$ cat src/rtl/dither_gen_pkg.sv
// Shared definitions for the dither generator.
// Holds the GPIO command field positions, the register address map,
// the mode and FSM state enums, and a helper that decodes the MODE field.
package dither_gen_pkg;

  // Field positions inside the 32-bit command word.
  localparam int unsigned TOGGLE_BIT = 31;
  localparam int unsigned ADDR_MSB   = 30;
  localparam int unsigned ADDR_LSB   = 28;
  localparam int unsigned DATA_MSB   = 27;
  localparam int unsigned CH_MSB     = 27;
  localparam int unsigned CH_LSB     = 24;
  localparam int unsigned MODE_MSB   = 1;
  localparam int unsigned MODE_LSB   = 0;
  localparam int unsigned RUN_BIT    = 2;
  localparam int unsigned BN_MSB     = 15;
  localparam int unsigned BN_LSB     = 8;

  // Register address map.
  localparam logic [2:0] ADDR_PERIOD = 3'd0;
  localparam logic [2:0] ADDR_CTRL   = 3'd1;
  localparam logic [2:0] ADDR_VAL0   = 3'd2;
  localparam logic [2:0] ADDR_VAL1   = 3'd3;

  typedef enum logic [1:0] {
    MODE_HOLD   = 2'd0,
    MODE_SQUARE = 2'd1,
    MODE_BURST  = 2'd2
  } mode_e;

  typedef enum logic [1:0] {
    S_IDLE = 2'd0,
    S_RUN  = 2'd1,
    S_DONE = 2'd2
  } state_e;

  // The reserved encoding 3 behaves exactly like HOLD.
  function automatic mode_e decode_mode(input logic [1:0] raw);
    case (raw)
      2'd1:    return MODE_SQUARE;
      2'd2:    return MODE_BURST;
      default: return MODE_HOLD;
    endcase
  endfunction

endpackage

$ cat src/rtl/dither_gen_timer_gp_cmd_decoder.sv
// GPIO command decoder.
// Synchronises the PS GPIO word into the ADC clock domain (2 flops),
// detects level changes of the write-toggle bit and presents a
// one-cycle write strobe with the synchronised address and data.
// Ports:
//   clk_i, rst_i : clock, synchronous active-high reset
//   gp_i         : raw GPIO command word (asynchronous)
//   wr_o         : one-cycle write strobe
//   addr_o       : register address
//   data_o       : 28-bit data field
module gp_cmd_decoder
  import dither_gen_pkg::*;
#(
  parameter int unsigned GPIO_WIDTH = 32
) (
  input  logic                  clk_i,
  input  logic                  rst_i,
  input  logic [GPIO_WIDTH-1:0] gp_i,
  output logic                  wr_o,
  output logic [2:0]            addr_o,
  output logic [DATA_MSB:0]     data_o
);

  logic [31:0] meta_q;
  logic [31:0] sync_q;
  logic        tog_q;
  logic [2:0]  prime_q;
  logic        unused_gp;

  // Only the architected low 32 bits are synchronised.
  assign unused_gp = ^gp_i;

  always_ff @(posedge clk_i) begin
    if (rst_i) begin
      meta_q  <= '0;
      sync_q  <= '0;
      tog_q   <= 1'b0;
      prime_q <= '0;
    end else begin
      meta_q  <= gp_i[31:0];
      sync_q  <= meta_q;
      tog_q   <= sync_q[TOGGLE_BIT];
      prime_q <= {prime_q[1:0], 1'b1};
    end
  end

  // Strobes are held off until the toggle-history flop has captured a
  // genuinely synchronised level, so a toggle left high across reset
  // does not replay the last command.
  assign wr_o   = prime_q[2] & (sync_q[TOGGLE_BIT] ^ tog_q);
  assign addr_o = sync_q[ADDR_MSB:ADDR_LSB];
  assign data_o = sync_q[DATA_MSB:0];

endmodule

$ cat src/rtl/dither_gen_timer.sv
// Multi-channel two-level DAC dither generator.
// Register file (shadowed PERIOD/VAL0/VAL1, immediate CTRL), phase FSM
// and counters. Each channel alternates between its two levels every
// P cycles; TICK marks each phase change, DONE marks burst completion.
// Ports:
//   ADC_CLK, RST : clock, synchronous active-high reset
//   GP_IN        : GPIO command word (asynchronous)
//   DAC_OUT      : channel c at [c*DAC_WIDTH +: DAC_WIDTH], registered
//   PHASE, TICK, BUSY, DONE : registered status outputs
module dither_gen_timer
  import dither_gen_pkg::*;
#(
  parameter int unsigned GPIO_WIDTH   = 32,
  parameter int unsigned DAC_WIDTH    = 14,
  parameter int unsigned N_CH         = 2,
  parameter int unsigned PERIOD_WIDTH = 24
) (
  input  logic                      ADC_CLK,
  input  logic                      RST,
  input  logic [GPIO_WIDTH-1:0]     GP_IN,
  output logic [N_CH*DAC_WIDTH-1:0] DAC_OUT,
  output logic                      PHASE,
  output logic                      TICK,
  output logic                      BUSY,
  output logic                      DONE
);

  logic              wr;
  logic [2:0]        waddr;
  logic [DATA_MSB:0] wdata;
  logic [3:0]        wch;

  logic [PERIOD_WIDTH-1:0] per_sh_q, per_sh_d, per_act_q, per_act_d, pm1;
  logic [DAC_WIDTH-1:0]    v0_sh_q [N_CH], v0_sh_d [N_CH], v0_act_q [N_CH], v0_act_d [N_CH];
  logic [DAC_WIDTH-1:0]    v1_sh_q [N_CH], v1_sh_d [N_CH], v1_act_q [N_CH], v1_act_d [N_CH];
  mode_e                   mode_q, mode_d;
  logic                    run_q, run_d, ctrl_wr, run_ok;
  logic [7:0]              bn_q, bn_d;

  state_e                   state_q;
  logic [PERIOD_WIDTH-1:0]  cnt_q;
  logic [8:0]               ph_q, ph_target;
  logic                     phase_q, tick_q, done_q, busy_q, boundary, burst_end;
  logic [N_CH*DAC_WIDTH-1:0] dac_q, dac_v0, dac_v1;

  gp_cmd_decoder #(.GPIO_WIDTH(GPIO_WIDTH)) u_dec (
    .clk_i (ADC_CLK),
    .rst_i (RST),
    .gp_i  (GP_IN),
    .wr_o  (wr),
    .addr_o(waddr),
    .data_o(wdata)
  );

  assign wch = wdata[CH_MSB:CH_LSB];

  // Register-file write decode.
  always_comb begin
    per_sh_d = per_sh_q;
    v0_sh_d  = v0_sh_q;
    v1_sh_d  = v1_sh_q;
    mode_d   = mode_q;
    run_d    = run_q;
    bn_d     = bn_q;
    ctrl_wr  = 1'b0;
    if (wr) begin
      case (waddr)
        ADDR_PERIOD: per_sh_d = wdata[PERIOD_WIDTH-1:0];
        ADDR_CTRL: begin
          ctrl_wr = 1'b1;
          mode_d  = decode_mode(wdata[MODE_MSB:MODE_LSB]);
          run_d   = wdata[RUN_BIT];
          bn_d    = wdata[BN_MSB:BN_LSB];
        end
        ADDR_VAL0: for (int unsigned c = 0; c < N_CH; c++)
                     if (wch == 4'(c)) v0_sh_d[c] = wdata[DAC_WIDTH-1:0];
        ADDR_VAL1: for (int unsigned c = 0; c < N_CH; c++)
                     if (wch == 4'(c)) v1_sh_d[c] = wdata[DAC_WIDTH-1:0];
        default: ;
      endcase
    end
  end

  assign run_ok    = run_d && (mode_d == MODE_SQUARE || mode_d == MODE_BURST);
  assign pm1       = (per_act_q == '0) ? '0 : per_act_q - 1'b1;
  assign boundary  = (state_q == S_RUN) && (cnt_q == pm1);
  assign ph_target = {((bn_q == 8'd0) ? 8'd1 : bn_q), 1'b0};
  assign burst_end = (mode_q == MODE_BURST) && ((ph_q + 9'd1) == ph_target);

  // Active registers: follow the shadows while not running; while running
  // they take the pre-write shadow at a boundary, so a write landing on the
  // boundary cycle applies one boundary later.
  always_comb begin
    if (state_q != S_RUN) begin
      per_act_d = per_sh_d;
      v0_act_d  = v0_sh_d;
      v1_act_d  = v1_sh_d;
    end else if (boundary) begin
      per_act_d = per_sh_q;
      v0_act_d  = v0_sh_q;
      v1_act_d  = v1_sh_q;
    end else begin
      per_act_d = per_act_q;
      v0_act_d  = v0_act_q;
      v1_act_d  = v1_act_q;
    end
  end

  always_comb begin
    dac_v0 = '0;
    dac_v1 = '0;
    for (int unsigned c = 0; c < N_CH; c++) begin
      dac_v0[c*DAC_WIDTH +: DAC_WIDTH] = v0_act_d[c];
      dac_v1[c*DAC_WIDTH +: DAC_WIDTH] = v1_act_d[c];
    end
  end

  always_ff @(posedge ADC_CLK) begin
    if (RST) begin
      per_sh_q  <= '0;
      per_act_q <= '0;
      for (int unsigned c = 0; c < N_CH; c++) begin
        v0_sh_q[c]  <= '0;
        v0_act_q[c] <= '0;
        v1_sh_q[c]  <= '0;
        v1_act_q[c] <= '0;
      end
      mode_q  <= MODE_HOLD;
      run_q   <= 1'b0;
      bn_q    <= '0;
      state_q <= S_IDLE;
      cnt_q   <= '0;
      ph_q    <= '0;
      phase_q <= 1'b0;
      tick_q  <= 1'b0;
      done_q  <= 1'b0;
      busy_q  <= 1'b0;
      dac_q   <= '0;
    end else begin
      per_sh_q  <= per_sh_d;
      per_act_q <= per_act_d;
      v0_sh_q   <= v0_sh_d;
      v0_act_q  <= v0_act_d;
      v1_sh_q   <= v1_sh_d;
      v1_act_q  <= v1_act_d;
      mode_q    <= mode_d;
      run_q     <= run_d;
      bn_q      <= bn_d;
      tick_q    <= 1'b0;
      done_q    <= 1'b0;
      case (state_q)
        S_RUN: begin
          if (!run_ok || ctrl_wr) begin
            // Abort, or restart on a CTRL rewrite with RUN still set.
            state_q <= run_ok ? S_RUN : S_IDLE;
            busy_q  <= run_ok;
            cnt_q   <= '0;
            ph_q    <= '0;
            phase_q <= 1'b0;
            dac_q   <= dac_v0;
          end else if (boundary) begin
            cnt_q <= '0;
            if (burst_end) begin
              state_q <= S_DONE;
              done_q  <= 1'b1;
              busy_q  <= 1'b0;
              run_q   <= 1'b0;
              ph_q    <= '0;
              phase_q <= 1'b0;
              dac_q   <= dac_v0;
            end else begin
              tick_q  <= 1'b1;
              ph_q    <= ph_q + 9'd1;
              phase_q <= ~phase_q;
              dac_q   <= phase_q ? dac_v0 : dac_v1;
            end
          end else begin
            cnt_q <= cnt_q + 1'b1;
          end
        end
        S_DONE: begin
          state_q <= S_IDLE;
          busy_q  <= 1'b0;
          phase_q <= 1'b0;
          dac_q   <= dac_v0;
        end
        default: begin
          cnt_q   <= '0;
          ph_q    <= '0;
          phase_q <= 1'b0;
          dac_q   <= dac_v0;
          busy_q  <= run_ok;
          state_q <= run_ok ? S_RUN : S_IDLE;
        end
      endcase
    end
  end

  assign DAC_OUT = dac_q;
  assign PHASE   = phase_q;
  assign TICK    = tick_q;
  assign BUSY    = busy_q;
  assign DONE    = done_q;

endmodule

$ cat config.mk
export PLATFORM = sky130hd
export DESIGN_NAME = dither_gen_timer
export DESIGN_NICKNAME = d
export VERILOG_FILES = /design/src/rtl/dither_gen_pkg.sv /design/src/rtl/dither_gen_timer_gp_cmd_decoder.sv /design/src/rtl/dither_gen_timer.sv
export SDC_FILE = /design/constraint.sdc
export NUM_CORES = 1
export LEC_CHECK = 0
export ABC_CLOCK_PERIOD_IN_PS = 4720
export CAP_MARGIN = 20
export CORE_ASPECT_RATIO = 2
export CORE_MARGIN = 2
export CORE_UTILIZATION = 59
export DETAILED_ROUTE_END_ITERATION = 6
export PLACE_DENSITY = 0.86
export SLEW_MARGIN = 20
export SYNTH_ARGS = -nofsm -noshare
export SYNTH_HDL_FRONTEND = slang
export SYNTH_SLANG_ARGS = --single-unit
export TNS_END_PERCENT = 30
$ cat constraint.sdc
create_clock -name ADC_CLK -period 4.72 [get_ports ADC_CLK]
set_input_delay 0.472 -clock ADC_CLK [delete_from_list [all_inputs] [get_ports ADC_CLK]]
set_output_delay 0.472 -clock ADC_CLK [all_outputs]
set_load 0.03 [all_outputs]
* Word level (Yosys, flattened, before mapping)
Cells that the tools add are included.
Cells by class: eq/ne operators 16, muxes and demuxes 54, reductions and logical operators 16, add/subtract/negate cells 3, bitwise logic cells 6
Operators with widths (number):
- $mux 28 | 13
- $mux 24 | 7
- $mux 14 | 4
- $pmux 24 s2 | 1
- $mux 9 | 3
- $add 24x1->24 const B | 1
- $eq 24x24->1 | 1
- $logic_not 24->1 | 1
- $sub 24x1->24 const B | 1
- $pmux 9 s2 | 1
- $mux 1 | 16
- $mux 2 | 5
- $add 9x1->9 const B | 1
- $eq 9x9->1 | 1
- $eq 2x2->1 const B | 4
- $logic_not 8->1 | 1
- $mux 8 | 1
- $pmux 2 s2 | 2
- $eq 2x1->1 const B | 3
- $eq 3x2->1 const B | 2
- $ne 3x2->1 const B | 2
- $reduce_and 2->1 | 3
- $eq 4x1->1 const B | 1
- $logic_not 4->1 | 1
- 13 further kinds | 19
Word-level totals: output and inout port bits 32, bits in registers 306, word-level logic and storage cells 121, input port bits 34

* Depth between registers and ports, before layout
depth in word-level cells 11, gate-level depth with buffers 18, gate-level depth less buffers 12

* Modules after synthesis
A second synthesis with hierarchy kept.
Second synthesis, totals: cell total of the unflattened synthesis 1423, area, all modules 12409.4 µm²
Modules (own cells, without submodules):
- dither_gen_timer | cells each 1247, instances 1, area an instance 10327.4 µm², seq. area each 4184.0 µm²
- gp_cmd_decoder | cells each 176, instances 1, area an instance 2082.0 µm², seq. area each 1361.3 µm²

* Least setup slack after synthesis
OpenSTA, ideal clock, no wires.
path kind reg2reg, start point register per_act_q[0], end point register dac_q[10], in the netlist DAC_OUT[10], required time 4.651 ns, library setup time 0.069 ns, arrival time 3.947 ns, buffers on the path 3, path slack 0.704 ns, period minus slack after synthesis 4.016 ns, stages on the path, launching flop included 16, path through dfxtp_1 inv_1 ha_1 clkbuf_1 or4b_2 or4_1 clkbuf_1 nor2_2 nor2_1 o32a_1 a2111oi_4 inv_2 o31a_1 clkbuf_1 or3_1 o21ai_1
On the way: longest elaborated chain between the ends 11, elaborated cells on any way between the ends 15, classes of those cells add/sub (1); eq/ne (2); mux (10); reduce/logical (2)
Ends and longest elaborated chain:
- start, declared | RTL line dither_gen_timer.sv:33 | logic [PERIOD_WIDTH-1:0] per_sh_q, per_sh_d, per_act_q, per_act_d, pm1;
- start signal, assigned | RTL line dither_gen_timer.sv:141 | per_act_q <= per_act_d;
- $sub 24x1->24 / $logic_not 24->1 (equally long branches) | RTL line dither_gen_timer.sv:85 | assign pm1 = (per_act_q == '0) ? '0 : per_act_q - 1'b1;
- $mux 24 (*) | RTL line dither_gen_timer.sv:85
- $eq 24x24->1 (*) | RTL line dither_gen_timer.sv:86 | assign boundary = (state_q == S_RUN) && (cnt_q == pm1);
- $logic_and 1x1->1 (*) | RTL line dither_gen_timer.sv:86
- $mux 28 | RTL line dither_gen_timer.sv:98 | end else if (boundary) begin
- $mux 28 | RTL line dither_gen_timer.sv:94 | if (state_q != S_RUN) begin
- $mux 28 | RTL line dither_gen_timer.sv:175 | dac_q <= phase_q ? dac_v0 : dac_v1;
- $mux 28 | RTL line dither_gen_timer.sv:163 | if (burst_end) begin
- $mux 28 | RTL line dither_gen_timer.sv:161 | end else if (boundary) begin
- $mux 28 | RTL line dither_gen_timer.sv:153 | if (!run_ok || ctrl_wr) begin
- $mux 28 | RTL line dither_gen_timer.sv:151 | case (state_q)
- end signal, assigned | RTL line dither_gen_timer.sv:160 | dac_q <= dac_v0;
- end signal, assigned | RTL line dither_gen_timer.sv:170 | dac_q <= dac_v0;
- end signal, assigned | RTL line dither_gen_timer.sv:175
- end, declared | RTL line dither_gen_timer.sv:44 | logic [N_CH*DAC_WIDTH-1:0] dac_q, dac_v0, dac_v1;
Mark *: on every way between the ends. The rest lies on a longest branch, timed or not. The select of a mux whose other input is x is not followed. A chain may end at the register's enable or synchronous reset.

* Worst setup path in the final report
start point register per_act_q[17], end point register v0_act_q[19] in the netlist's numbering
On the way: longest elaborated chain between the ends 6, elaborated cells on any way between the ends 7, classes of those cells add/sub (1); eq/ne (1); mux (3); reduce/logical (2)
Ends and longest elaborated chain:
- $sub 24x1->24 / $logic_not 24->1 (equally long branches) | RTL line dither_gen_timer.sv:85
- $mux 24 (*) | RTL line dither_gen_timer.sv:85
- $eq 24x24->1 (*) | RTL line dither_gen_timer.sv:86
- $logic_and 1x1->1 (*) | RTL line dither_gen_timer.sv:86
- $mux 28 (*) | RTL line dither_gen_timer.sv:98
- $mux 28 (*) | RTL line dither_gen_timer.sv:94
- end signal, assigned | RTL line dither_gen_timer.sv:143 | v0_act_q <= v0_act_d;
- end, declared | RTL line dither_gen_timer.sv:34 | logic [DAC_WIDTH-1:0] v0_sh_q [N_CH], v0_sh_d [N_CH], v0_act_q [N_CH], v0_act_d [N_CH];
Mark *: on every way between the ends. The rest lies on a longest branch, timed or not.

==> reports/results.tsv <==
stage	metric	value	unit
detailed_routing	DR vias	9745	
power	VDD IR max	354	uV
logic_synthesis	Post-synth top flop	dfxtp_1	
placement	GP Congestion	0.908	
timing	worst-margin pin slew	1.13	ns
grt	number of global-route vias before repair	9569	
worst_setup_path	Arrival @ worst endpoint	4.77	ns
die	boundary pin count	66	
logic_synthesis	async set-reset flop share out of synthesis	0	%
worst_hold_path	type of the worst min-delay path	in -> reg	
timing	Hold Vio Cnt, Final	0	
power	internal power	3620	uW
placement	DP HPWL	20100	um
clocking	Bufs on Longest Clock Path	3	
outcome	status	complete, no violations	
finish	Multi-input gate area	5890	sq um
die	Initial Util	60.2	%
power	combinational power share	7.4	%
timing	fin. max-slew vios	0	
die	die area	21400	sq um
worst_setup_path	delay-heaviest family, CP	simple AND/OR/NAND/NOR gates	
timing	TNS Setup	0	ns
timing	relative slew slack	24.7	%
logic_synthesis	Post-synth EDFFs	0	
power	power per cell area	349	nW/um^2
timing	final worst slack	0.383	ns
grt	global-route wire length before repair	48400	um
grt	grt total ovfl	0	
grt	total track usage	28.3	%
logic_synthesis	area fraction of the dominant cell type after synthesis	46.5	%
finish	area delta synth->final	13.5	%
finish	layout cell share with drive strength beyond 1	5.56	%
logic_synthesis	synthesized flop and latch total	277	
power	P_leak	0.00500	uW
logic_synthesis	sequential-to-total area share from yosys stat	46.5	%
timing	WHS	0.353	ns
clocking	CTS tree	built	
timing	Tcrit/Tclk final	91.9	%
timing	Fmax	0.231	GHz
finish	commonest non-fill, non-tap cell in the layout	dfxtp_1	
power	switch share	23.4	%
detailed_routing	Antenna Nets Post-Route	0	
finish	# fillers	1520	
clocking	clk sinks	277	
finish	Final nets	1389	
placement	IO buf count	65	
timing	Worst Clk Skew	0.0173	ns
worst_setup_path	critical path startpoint category	flop	
timing	Tmin final	4.34	ns
worst_setup_path	Critical Path Slowest Stage Cell	or4_1	
flow_run	max cap viols	0	
worst_setup_path	critical path fanouts, max	27	
placement	dpl cells	1586	
detailed_routing	Total Wirelength	30700	um
die	die height	205	um
power	Sequential Power Share	50.6	%
clocking	CTS Hold Bufs	0	
finish	antenna diode count	0	
worst_setup_path	Buffers & Inverters on Critical Path	2	
worst_setup_path	Max stage delay on crit path	0.62	ns
clocking	postcts setup bufs	0	
die	Die Wd	105	um
worst_setup_path	Worst Path Class, Setup	reg -> reg	
logic_synthesis	top post-synthesis cells by area	dfxtp_1 (46%), mux2i_1 (10%), nor2_1 (4.6%)	
detailed_routing	Residual DRC	0	
finish	Layout Cells excl Fill	1628	
grt	largest net degree at the start of global routing	85	
clocking	clock-pin slew on the worst setup and hold paths	0.07	ns
detailed_routing	vias per cell	5.99	
worst_setup_path	required time worst endpoint	5.16	ns
clocking	clk_lat worst skew	0.53	ns
placement	dpl ws	0.622	ns
timing	final setup violation count	0	
timing	unrepaired setup endpoints after global routing	false	
clocking	Resized cells post-CTS	0	
clocking	TritonCTS Buffers	24	
finish	register area	5550	sq um
worst_setup_path	endpoint type of the worst setup path	flop	
detailed_routing	post-DR wirelength/cell	18.8	um
die	# rows	73	
clocking	H-tree Lvls	1	
logic_synthesis	Yosys warning count	0	
grt	initial antenna violation count	0	
finish	most frequent cells in the layout	dfxtp_1 (277), nor2_1 (147), mux2i_1 (123)	
power	share of power burned in the clock network	42.0	%
logic_synthesis	syn avg cell area	8.97	sq um
detailed_routing	DRT iter0 DRCs	639	
clocking	CTS root buffer	clkbuf_16	
logic_synthesis	syn_nets	1369	
logic_synthesis	Cells after Synth	1330	
logic_synthesis	dominant cell type by area after synthesis	dfxtp_1	
power	Sw Pwr	1110	uW
logic_synthesis	mapped cell area	11900	sq um
logic_synthesis	synth unique cells	66	
detailed_routing	Pre-antenna DRT Iters	5	
die	core area	19800	sq um
worst_setup_path	ordered list of cells on the worst path	or4_1 -> or4_1 -> o31a_1 -> nor4bb_1 -> o21ai_1 -> a2111oi_4 -> buf_4 -> buf_4 -> nand2_1 -> o21ai_0 -> a21oi_1 -> nor3_1	
[synth_stat cells (29+ instances only)]
cell / instances
and2_1: 33
o21ai_1: 29
dfxtp_1: 277
or3_1: 37
nor2b_1: 76
inv_1: 41
nand2_1: 64
a21oi_1: 83
nor2_1: 147
xor2_1: 39
clkbuf_1: 84
o21ai_0: 45
nor3_1: 46
mux2i_1: 123
[per-stage QoR]
stage                     total power [uW]  instance area (sq um)  utilization [%]
after floorplan                       2650                  11900                -
after global placement                2770                  12800             64.4
after detailed placement              2780                  12800             64.4
after CTS                             4730                  13500             68.3
after global routing                  4850                  13500             68.3
final                                 4720                  13500             68.3
[power by group through the flow]
stage	Sequential [uW]	Combinational (uW)	Clock (uW)
final	2390	350	1980
after global routing	2390	366	2090
after CTS	2390	341	2000
after detailed placement	2440	339	0
after global placement	2440	335	0
after floorplan	2430	226	0
[cell type report]
class	count	area share, %
multi-input cells	918	43.5
flip-flops and latches	277	40.9
clock inverters	6	0.628
well taps	262	2.42
repair buffers	87	6.22
inverters	42	1.16
clock buffers	36	5.15
[sequential cells by signal, summed over array words and instances, names as in the netlist]
name / flops
PHASE: 1
u_dec.tog_q: 1
v1_sh_q: 28
u_dec.sync_q: 32
v0_act_q: 28
per_sh_q: 24
DAC_OUT: 28
ph_q: 9
TICK: 1
per_act_q: 24
cnt_q: 24
run_q: 1
v0_sh_q: 28
mode_q: 2
u_dec.prime_q: 3
state_q: 2
u_dec.meta_q: 32
DONE: 1
bn_q: 8
[final timing paths]
path	from	endpoint	slack [ns]	cells after the start
max	per_act_q[17]$_SDFFE_PP0P_	v0_act_q[19]$_SDFF_PP0_	0.38	12
min	RST	v1_sh_q[5]$_SDFF_PP0_	0.35	2
max reg2reg	per_act_q[17]$_SDFFE_PP0P_	v0_act_q[19]$_SDFF_PP0_	0.38	12
min reg2reg	u_dec.meta_q[31]$_SDFF_PP0_	u_dec.sync_q[31]$_SDFF_PP0_	0.44	1
[metal layers]
layer  track usage [%]  wire, um  part of all wire (%)  vias up
met4              19.6      2250                   7.3        0
li1                  -         -                     -     4625
met3              3.82      1580                   5.1      135
met5                 0         0                     0        -
met1              29.2     11000                    36     4630
met2              52.2     15900                    52      355
[kinds of logic after synthesis]
| logic type | Yosys count | synth area share [%] |
|---|---|---|
| adders and majority gates | 5 | 0.524 |
| DFF | 277 | 46.5 |
| xor gates and xnor gates | 63 | 4.74 |
| muxes | 126 | 10.6 |
| AOI/OAI and AO/OA | 243 | 12.5 |
| buffers and inverters | 135 | 4.32 |
| and+or+nand+nor | 481 | 20.8 |
(Power assumes the default switching activity.)
